==> src/rtl/fht_wb.sv <==
// fht_wb: write-back stage for the FHT butterfly. Buffers (y0, y1) result
// pairs with their RAM addresses in a small pair FIFO. Each pair is then
// written to the single-port working RAM as two single-word writes, y0 first.
// Latency: a pair pushed into an empty, idle stage shows y0 on the write port
// one cycle after acceptance and y1 one cycle later. Sustained rate is one
// pair per two cycles.
// Backpressure: oREADY drops while the FIFO is full. iSTALL freezes the write
// port, because the reader owns the RAM in that cycle.
// Ports: iCLK/iRESET clock and sync active-high reset; iVALID/oREADY/iY_*/
// iADDR_* form the pair input; iSTALL, oWR_EN, oWR_ADDR and oWR_DATA form the
// RAM write port; oBUSY means there is work pending; oOVF_CNT is present only
// when FHT_WB_OVF_EN is defined.
// Optional feature macro: FHT_WB_OVF_EN. It enables the saturating overflow
// counter.
module fht_wb #(
  parameter int D_BIT = 18,
  parameter int A_BIT = 10,
  parameter int DEPTH = 4
) (
  input  logic                    iCLK,
  input  logic                    iRESET,
  input  logic                    iVALID,
  input  logic signed [D_BIT-1:0] iY_0,
  input  logic signed [D_BIT-1:0] iY_1,
  input  logic [A_BIT-1:0]        iADDR_0,
  input  logic [A_BIT-1:0]        iADDR_1,
  output logic                    oREADY,
  input  logic                    iSTALL,
  output logic                    oWR_EN,
  output logic [A_BIT-1:0]        oWR_ADDR,
  output logic [D_BIT-1:0]        oWR_DATA,
  output logic                    oBUSY
`ifdef FHT_WB_OVF_EN
  ,
  output logic [15:0]             oOVF_CNT
`endif
);

  localparam int PW = $clog2(DEPTH);
  localparam int CW = PW + 1;

  typedef struct packed {
    logic [A_BIT-1:0] addr0;
    logic [D_BIT-1:0] y0;
    logic [A_BIT-1:0] addr1;
    logic [D_BIT-1:0] y1;
  } entry_t;

  typedef enum logic [1:0] {IDLE, WR0, WR1} state_t;

  entry_t           mem_q [DEPTH];
  logic [PW-1:0]    wr_ptr_q, rd_ptr_q, rd_nxt;
  logic [CW-1:0]    count_q, count_d;
  state_t           state_q;
  logic             wr_en_q;
  logic [A_BIT-1:0] wr_addr_q;
  logic [D_BIT-1:0] wr_data_q;

  logic   full, push, pop;
  entry_t in_entry, head, next_head;

  assign full   = (count_q == CW'(DEPTH));
  assign oREADY = !full && !iRESET;
  assign push   = iVALID && oREADY;
  assign pop    = (state_q == WR1) && !iSTALL;

  assign count_d = count_q + CW'(push) - CW'(pop);
  assign rd_nxt  = rd_ptr_q + PW'(1);

  always_comb begin
    in_entry       = '0;
    in_entry.addr0 = iADDR_0;
    in_entry.y0    = iY_0;
    in_entry.addr1 = iADDR_1;
    in_entry.y1    = iY_1;
  end

  assign head = mem_q[rd_ptr_q];

  // Suppose only the head is buffered when it is popped. Any follow-on pair
  // arrives in this same edge, and it is not in the array yet, so the input is
  // forwarded directly. This keeps WR1 -> WR0 back-to-back, with no IDLE bubble.
  assign next_head = (count_q > CW'(1)) ? mem_q[rd_nxt] : in_entry;

  // The pair storage has no reset. The count and pointers decide which
  // entries are valid.
  always_ff @(posedge iCLK) begin
    if (push) mem_q[wr_ptr_q] <= in_entry;
  end

  always_ff @(posedge iCLK) begin
    if (iRESET) begin
      state_q   <= IDLE;
      wr_ptr_q  <= '0;
      rd_ptr_q  <= '0;
      count_q   <= '0;
      wr_en_q   <= 1'b0;
      wr_addr_q <= '0;
      wr_data_q <= '0;
    end else begin
      count_q <= count_d;
      if (push) wr_ptr_q <= wr_ptr_q + PW'(1);
      if (pop)  rd_ptr_q <= rd_nxt;
      case (state_q)
        IDLE: begin
          if (count_q != '0) begin
            state_q   <= WR0;
            wr_en_q   <= 1'b1;
            wr_addr_q <= head.addr0;
            wr_data_q <= head.y0;
          end
        end
        WR0: begin
          if (!iSTALL) begin
            state_q   <= WR1;
            wr_addr_q <= head.addr1;
            wr_data_q <= head.y1;
          end
        end
        WR1: begin
          if (!iSTALL) begin
            if (count_d != '0) begin
              state_q   <= WR0;
              wr_addr_q <= next_head.addr0;
              wr_data_q <= next_head.y0;
            end else begin
              // Address and data keep their last values while idle.
              state_q <= IDLE;
              wr_en_q <= 1'b0;
            end
          end
        end
        default: begin
          state_q <= IDLE;
          wr_en_q <= 1'b0;
        end
      endcase
    end
  end

  assign oWR_EN   = wr_en_q;
  assign oWR_ADDR = wr_addr_q;
  assign oWR_DATA = wr_data_q;
  assign oBUSY    = (count_q != '0) || (state_q != IDLE);

`ifdef FHT_WB_OVF_EN
  // A word counts as overflowed when its two MSBs disagree, which means it
  // has left the representable range. Each word of an accepted pair is
  // checked on its own.
  logic [15:0] ovf_cnt_q, ovf_cnt_d;
  logic [1:0]  ovf_inc;
  logic [16:0] ovf_sum;

  assign ovf_inc = push ? (2'(iY_0[D_BIT-1] ^ iY_0[D_BIT-2]) +
                           2'(iY_1[D_BIT-1] ^ iY_1[D_BIT-2])) : 2'd0;
  assign ovf_sum   = {1'b0, ovf_cnt_q} + 17'(ovf_inc);
  assign ovf_cnt_d = ovf_sum[16] ? 16'hFFFF : ovf_sum[15:0];

  always_ff @(posedge iCLK) begin
    if (iRESET) ovf_cnt_q <= '0;
    else        ovf_cnt_q <= ovf_cnt_d;
  end

  assign oOVF_CNT = ovf_cnt_q;
`endif

endmodule
==> config.mk <==
export PLATFORM = sky130hd
export DESIGN_NAME = fht_wb
export DESIGN_NICKNAME = d
export VERILOG_FILES = /design/src/rtl/fht_wb.sv
export SDC_FILE = /design/constraint.sdc
export NUM_CORES = 1
export LEC_CHECK = 0
export CAP_MARGIN = 15
export CORE_ASPECT_RATIO = 0.8
export CORE_MARGIN = 5
export CORE_UTILIZATION = 37
export DETAILED_ROUTE_END_ITERATION = 12
export PLACE_DENSITY = 0.62
export SKIP_LAST_GASP = 1
export SYNTH_ARGS = -nofsm -noshare
export SYNTH_HDL_FRONTEND = slang
export SYNTH_SLANG_ARGS = --single-unit
==> constraint.sdc <==
create_clock -name iCLK -period 3.2 [get_ports iCLK]
set_clock_uncertainty 0.15 [all_clocks]
set_input_delay 0.48 -clock iCLK [delete_from_list [all_inputs] [get_ports iCLK]]
set_output_delay 0.48 -clock iCLK [all_outputs]
set_load 0.03 [all_outputs]
==> reports/qor.yml, run 1 <==
power:
  ir_drop_mv: 0.388
  power_mw: 10.9
  leakage_nw: 4.66
  power.density_nw_per_um2: 762
logic_synthesis:
  yosys_register_bits: 264
  synthesis.nets: 803
  synth_most_common_cell: "edfxtp_1"
  synth_area_leader_cell: "edfxtp_1"
  ys_types: 42
  syn_inst: 729
  seq_area_frac_synth_pct: 64.1
  syn_area_um2: 11700
  synth_edf_count: 224
  netlist_top_cells_area: "edfxtp_1 (57%), mux4_2 (11%), dfxtp_1 (6.8%)"
  avgSynthCellArea_um2: 16.1
  synthFlopType: "edfxtp_1"
  synth_warnings: 0
  synth_commonest_cells: "edfxtp_1 (224), mux2i_1 (58), mux4_2 (56)"
  synth_top_area_share_pct: 57.3
  synthArstFlopShare_pct: 0
critical_path:
  cp_max_fo: 20
  arrival_ns: 3.41
  criticalPathCategory: "primary input to register"
  crit_required_ns: 3.49
  end_kind: "register"
  start_kind: "primary input"
layout:
  n_fill_cell: 2744
  layout-drive-gt1-share_pct: 20.9
  final_nets: 912
  stdcell_area_um2: 14300
  syn_to_final_growth_pct: 22.0
cts:
  cts_hold_buffers: 0
  path_clk_slew_ns: 0.06
  cts_num_sinks: 264
  clk_path_buf_depth: 3
  cts_buffers: 27
  clock_latency_ns: 0.53
  htreeDepth: 1
  cts_tree: "yes"
  cts-root-buf: "clkbuf_16"
grt:
  grt_pass1_vias: 6752
  grt_max_degree: 57
  antenna_found_initial: 9
  grt_pass1_wl_um: 40700
  grt_overflow: 0
  track_usage_pct: 14.7
die:
  io_pins: 91
  die_h_um: 169
  die_area_um2: 35400
  coreArea_um2: 31400
  die_w_um: 209
  num_rows: 58
  start_util_pct: 37.5
timing:
  report.final.hold_viol_count: 0
  fin_crit_ns: 3.12
  relSlewSlack_pct: 60.5
  period_share_pct: 97.5
  setup_ws_ns: 0.0803
  worst_pin_slew_ns: 0.593
  slew_violations: 0
  finalSetupViolations: 0
  max_freq_mhz: 321
  tns_ns: 0
detailed_routing:
  via_per_inst: 5.30
  wl_met3_um: 1860
  drtPass1Iterations: 4
  drc_errors: 0
  vias: 6778
  highest_layer: "met5"
  first_iter_violations: 506
  antenna_left: 0
  met2WireLength_um: 12500
  totalWireLength_um: 27200
  drt-wirelength-per-cell_um: 21.3
  drt-met1-wl_um: 12200
run:
  max_cap_violations: 0
place:
  place_ws_ns: -0.387
  place_congestion: 0.746
  hpwlAfterDp_um: 17000
  port_buffers: 90
  place_area_um2: 13300
worst_hold_path:
  min_path_type: "register to register"
outcome:
  run_status: "completed"
-- worst max-delay path, cell delays in order --
cell and delay, ns:
clkdlybuf4s50_1 0.45, inv_1 0.06, a211oi_4 0.16, inv_1 0.06
ha_1 0.27, inv_1 0.04, ha_2 0.17, fa_2 0.57
nor3b_4 0.06, a2111oi_4 0.41, buf_4 0.18, buf_8 0.16
mux2i_1 0.09, a311oi_1 0.23
-- power by group --
| part | internal [mW] | total (mW) | switching, mW | leakage (nW) |
|---|---|---|---|---|
| clock network | 1.74 | 3.00 | 1.26 | 0.416 |
| logic | 1.61 | 3.64 | 2.04 | 1.88 |
| registers | 4.08 | 4.27 | 0.192 | 2.37 |
-- logic make-up (layout without fill, tap and decap cells) --
family          count (synthesis)  after routing  share of synthesized area [%]
buf+inv                        99            228                           4.25
simple gates                  110            110                           5.67
xor+xnor                        4              4                          0.298
fa+ha+maj                      14             14                           1.56
flops                         264            264                           64.1
compound gates                124            124                           8.48
mux                           114            114                           15.7
other cells                     0              1                              0
-- sequential cells by signal, summed over array words and instances (netlist names), named ones only --
register and count:
count_q 3, mem_q 224, oWR_ADDR 10, oWR_DATA 18
oWR_EN 1, rd_ptr_q 2, state_q 2, wr_ptr_q 2
-- cell type report --
| type | instances | area (um2) | share of cell area (%) |
|---|---|---|---|
| inverters | 40 | 150 | 1.05 |
| clock inverters | 18 | 135 | 0.943 |
| well taps | 420 | 526 | 3.67 |
| flip-flops and latches | 264 | 7540 | 52.6 |
| diodes | 1 | 2.50 | 0.0175 |
| repair buffers | 139 | 1470 | 10.3 |
| multi-input cells | 366 | 3800 | 26.5 |
| clock buffers | 31 | 711 | 4.96 |
-- per-stage QoR --
step                util, %  hold WS [ns]  instances
floorplan                 -         0.311        729
global placement       42.5         0.335       1220
detailed placement     42.5         0.339       1220
CTS                    45.2         0.270       1269
global route           45.7         0.371       1279
finish                 45.7         0.342       1279
-- metal layers --
metal,vias up,GRT usage [%]
li1,3141,-
met1,3398,20.5
met2,170,23.0
met3,53,4.23
met4,16,3.20
met5,-,0
-- timing repair --
item / 4_1_cts / 5_1_grt
buffers inserted: 0 / 6
endpoints found under the hold margin: 0 / 0
resized for setup: 0 / 15
setup endpoints to repair: 0 / 16
-- path summary, 6_finish.rpt --
path	startpoint	endpoint	slack, ns	cells after the start
max	iVALID	oWR_DATA[6]$_SDFFE_PP0P_	0.08	14
min	oWR_DATA[12]$_SDFFE_PP0P_	oWR_DATA[12]$_SDFFE_PP0P_	0.34	2
max reg2reg	count_q[1]$_SDFF_PP0_	oWR_DATA[6]$_SDFFE_PP0P_	0.11	13
min reg2reg	oWR_DATA[12]$_SDFFE_PP0P_	oWR_DATA[12]$_SDFFE_PP0P_	0.34	2
-- layout by cell type, fill, tap and decap left out, types with 5 or more instances in the layout --
cell type        instances
buf_4                   31
nand2b_1                28
mux4_2                  56
clkinv_1                 9
o22ai_1                 27
dfxtp_1                 35
a211oi_1                17
a311oi_1                26
o31ai_1                 27
a211oi_2                10
inv_1                   39
a21oi_1                  6
buf_12                  13
clkinv_2                 5
and4_1                  27
ha_1                    11
clkdlybuf4s50_1         89
edfxtp_1               224
nor2_1                  35
mux2i_1                 58
clkbuf_16               29
No activity file was read; power rests on OpenSTA's default activity.
==> inputs of run 2 (changes only) <==
Settings changed: CORE_MARGIN 5 to unset.
==> reports/qor.yml, run 2 (synthesized netlist as in run 1, its figures left out) <==
outcome:
  run_status: "completed"  # unchanged
critical_path:
  crit_required_ns: 3.50  # was 3.49 ns
  criticalPathCategory: "register to register"  # was primary input to register
  cp_max_fo: 5  # was 20
  end_kind: "register"  # unchanged
  startpoint: "count_q[1]$_SDFF_PP0_"  # was iVALID
  r2r-start: "count_q[1]$_SDFF_PP0_"  # unchanged
  start_kind: "register"  # was primary input
  arrival_ns: 3.38  # was 3.41 ns
grt:
  grt_overflow: 0  # unchanged
  antenna_found_initial: 4  # was 9
  grt_pass1_wl_um: 41600  # was 40700 um
  grt_pass1_vias: 6788  # was 6752
  grt_max_degree: 57  # unchanged
  track_usage_pct: 16.9  # was 14.7%
die:
  die_area_um2: 32500  # was 35400 um2
  io_pins: 91  # unchanged
  start_util_pct: 38.1  # was 37.5%
  coreArea_um2: 30800  # was 31400 um2
  die_w_um: 201  # was 209 um
  die_h_um: 161  # was 169 um
  num_rows: 57  # was 58
place:
  hpwlAfterDp_um: 16300  # was 17000 um
  place_congestion: 0.747  # was 0.746
  place_area_um2: 13300  # about the same
  port_buffers: 90  # unchanged
timing:
  max_freq_mhz: 325  # was 321 MHz
  report.final.hold_viol_count: 0  # unchanged
  hold_ws_ns: 0.287  # was 0.342 ns
  slew_violations: 0  # unchanged
  period_share_pct: 96.2  # was 97.5%
  fin_crit_ns: 3.08  # was 3.12 ns
  rsz0062_at_grt: "true"
  finalSetupViolations: 0  # unchanged
  relSlewSlack_pct: 47.3  # was 60.5%
  worst_pin_slew_ns: 0.790  # was 0.593 ns
layout:
  stdcell_area_um2: 14300  # about the same
  syn_to_final_growth_pct: 21.9  # was 22.0%
  layout_commonest_cell: "edfxtp_1"  # unchanged
  largest_reg_flops: 224  # unchanged
  layout-drive-gt1-share_pct: 20.5  # was 20.9%
  final_cell_mix: "edfxtp_1 (224), clkdlybuf4s50_1 (89), mux2i_1 (58)"  # unchanged
  final_nets: 911  # was 912
  regMostFlops: "mem_q"  # unchanged
  diodes: 0  # was 1
power:
  leakage_nw: 4.66  # about the same
  power.density_nw_per_um2: 775  # was 762 nW/um2
  ir_drop_mv: 0.362  # was 0.388 mV
cts:
  cts_num_sinks: 264  # unchanged
  cts_buffers: 28  # was 27
  clk_path_buf_depth: 3  # unchanged
  cts_tree: "yes"  # unchanged
  htreeDepth: 1  # unchanged
  clock_latency_ns: 0.55  # was 0.53 ns
  cts-root-buf: "clkbuf_16"  # unchanged
  path_clk_slew_ns: 0.06  # about the same
detailed_routing:
  drtPass1Iterations: 5  # was 4
  vias: 6857  # was 6778
  drc_errors: 0  # unchanged
  first_iter_violations: 537  # was 506
  antenna_left: 0  # unchanged
  via_per_inst: 5.41  # was 5.30
  drt-wirelength-per-cell_um: 21.7  # was 21.3 um
  totalWireLength_um: 27500  # was 27200 um
run:
  max_cap_violations: 0  # unchanged
worst_hold_path:
  min_path_type: "primary input to register"  # was register to register
  hp-start: "iRESET"  # was oWR_DATA[12]$_SDFFE_PP0P_
[run 2: path summary, 6_finish.rpt]
path | to | slack (ns) | depth (start not counted)
worst max-delay path | oWR_DATA[12]$_SDFFE_PP0P_ | 0.12 | 15
worst min-delay path | wr_ptr_q[1]$_SDFFE_PP0P_ | 0.29 | 5
worst min register to register | oWR_DATA[13]$_SDFFE_PP0P_ | 0.34 | 2
worst max register to register | oWR_DATA[12]$_SDFFE_PP0P_ | 0.12 | 15
[run 2: timing repair]
action	4_1_cts	5_1_grt
resized for setup	0	10
hold buffers	0	0
setup endpoints to repair	0	16
buffers inserted	0	4
[run 2: power breakdown]
part	internal (mW)	switching [mW]	total, mW
sequential	4.08	0.194	4.28
clock	1.72	1.28	2.99
combinational	1.75	2.09	3.83
total	7.55	3.55	11.1
[run 2: per-stage QoR]
step	utilization (%)	std cells	total power [mW]	TNS, ns	worst slack, ns
after global placement	43.2	1212	7.68	-7.75	-0.324
after CTS	45.9	1260	10.7	0	0.117
final	46.5	1268	11.1	0	0.121
after floorplan	-	729	6.45	-0.00958	-0.00958
after global routing	46.5	1268	11.6	-0.0824	-0.0360
after detailed placement	43.2	1212	7.74	-9.38	-0.379
[run 2: cell type report]
class	instances	area, um2
Fill cell	2652	16500
Inverter	40	150
Sequential cell	264	7540
Clock inverter	9	96.3
Clock buffer	39	752
Multi-Input combinational cell	366	3780
Tap cell	413	517
Timing Repair Buffer	137	1480
[run 2: metal layers]
layer	up-vias	part of all wire [%]	global-route usage (%)
met5	-	0.16	0
met4	8	1.6	4.06
met3	42	7.0	4.30
met2	183	43	24.6
met1	3486	48	25.1
li1	3138	-	-
[run 2: critical path: stages (launching register included)]
cell and delay [ns]:
dfxtp_2 0.34, nor2_2 0.06, a211oi_4 0.23, inv_1 0.06, ha_1 0.27, inv_1 0.04
ha_2 0.16, fa_2 0.57, nor3b_4 0.06, a2111oi_4 0.30, buf_4 0.20, buf_12 0.10
clkbuf_16 0.12, buf_4 0.11, nor2_1 0.03, a311oi_1 0.18
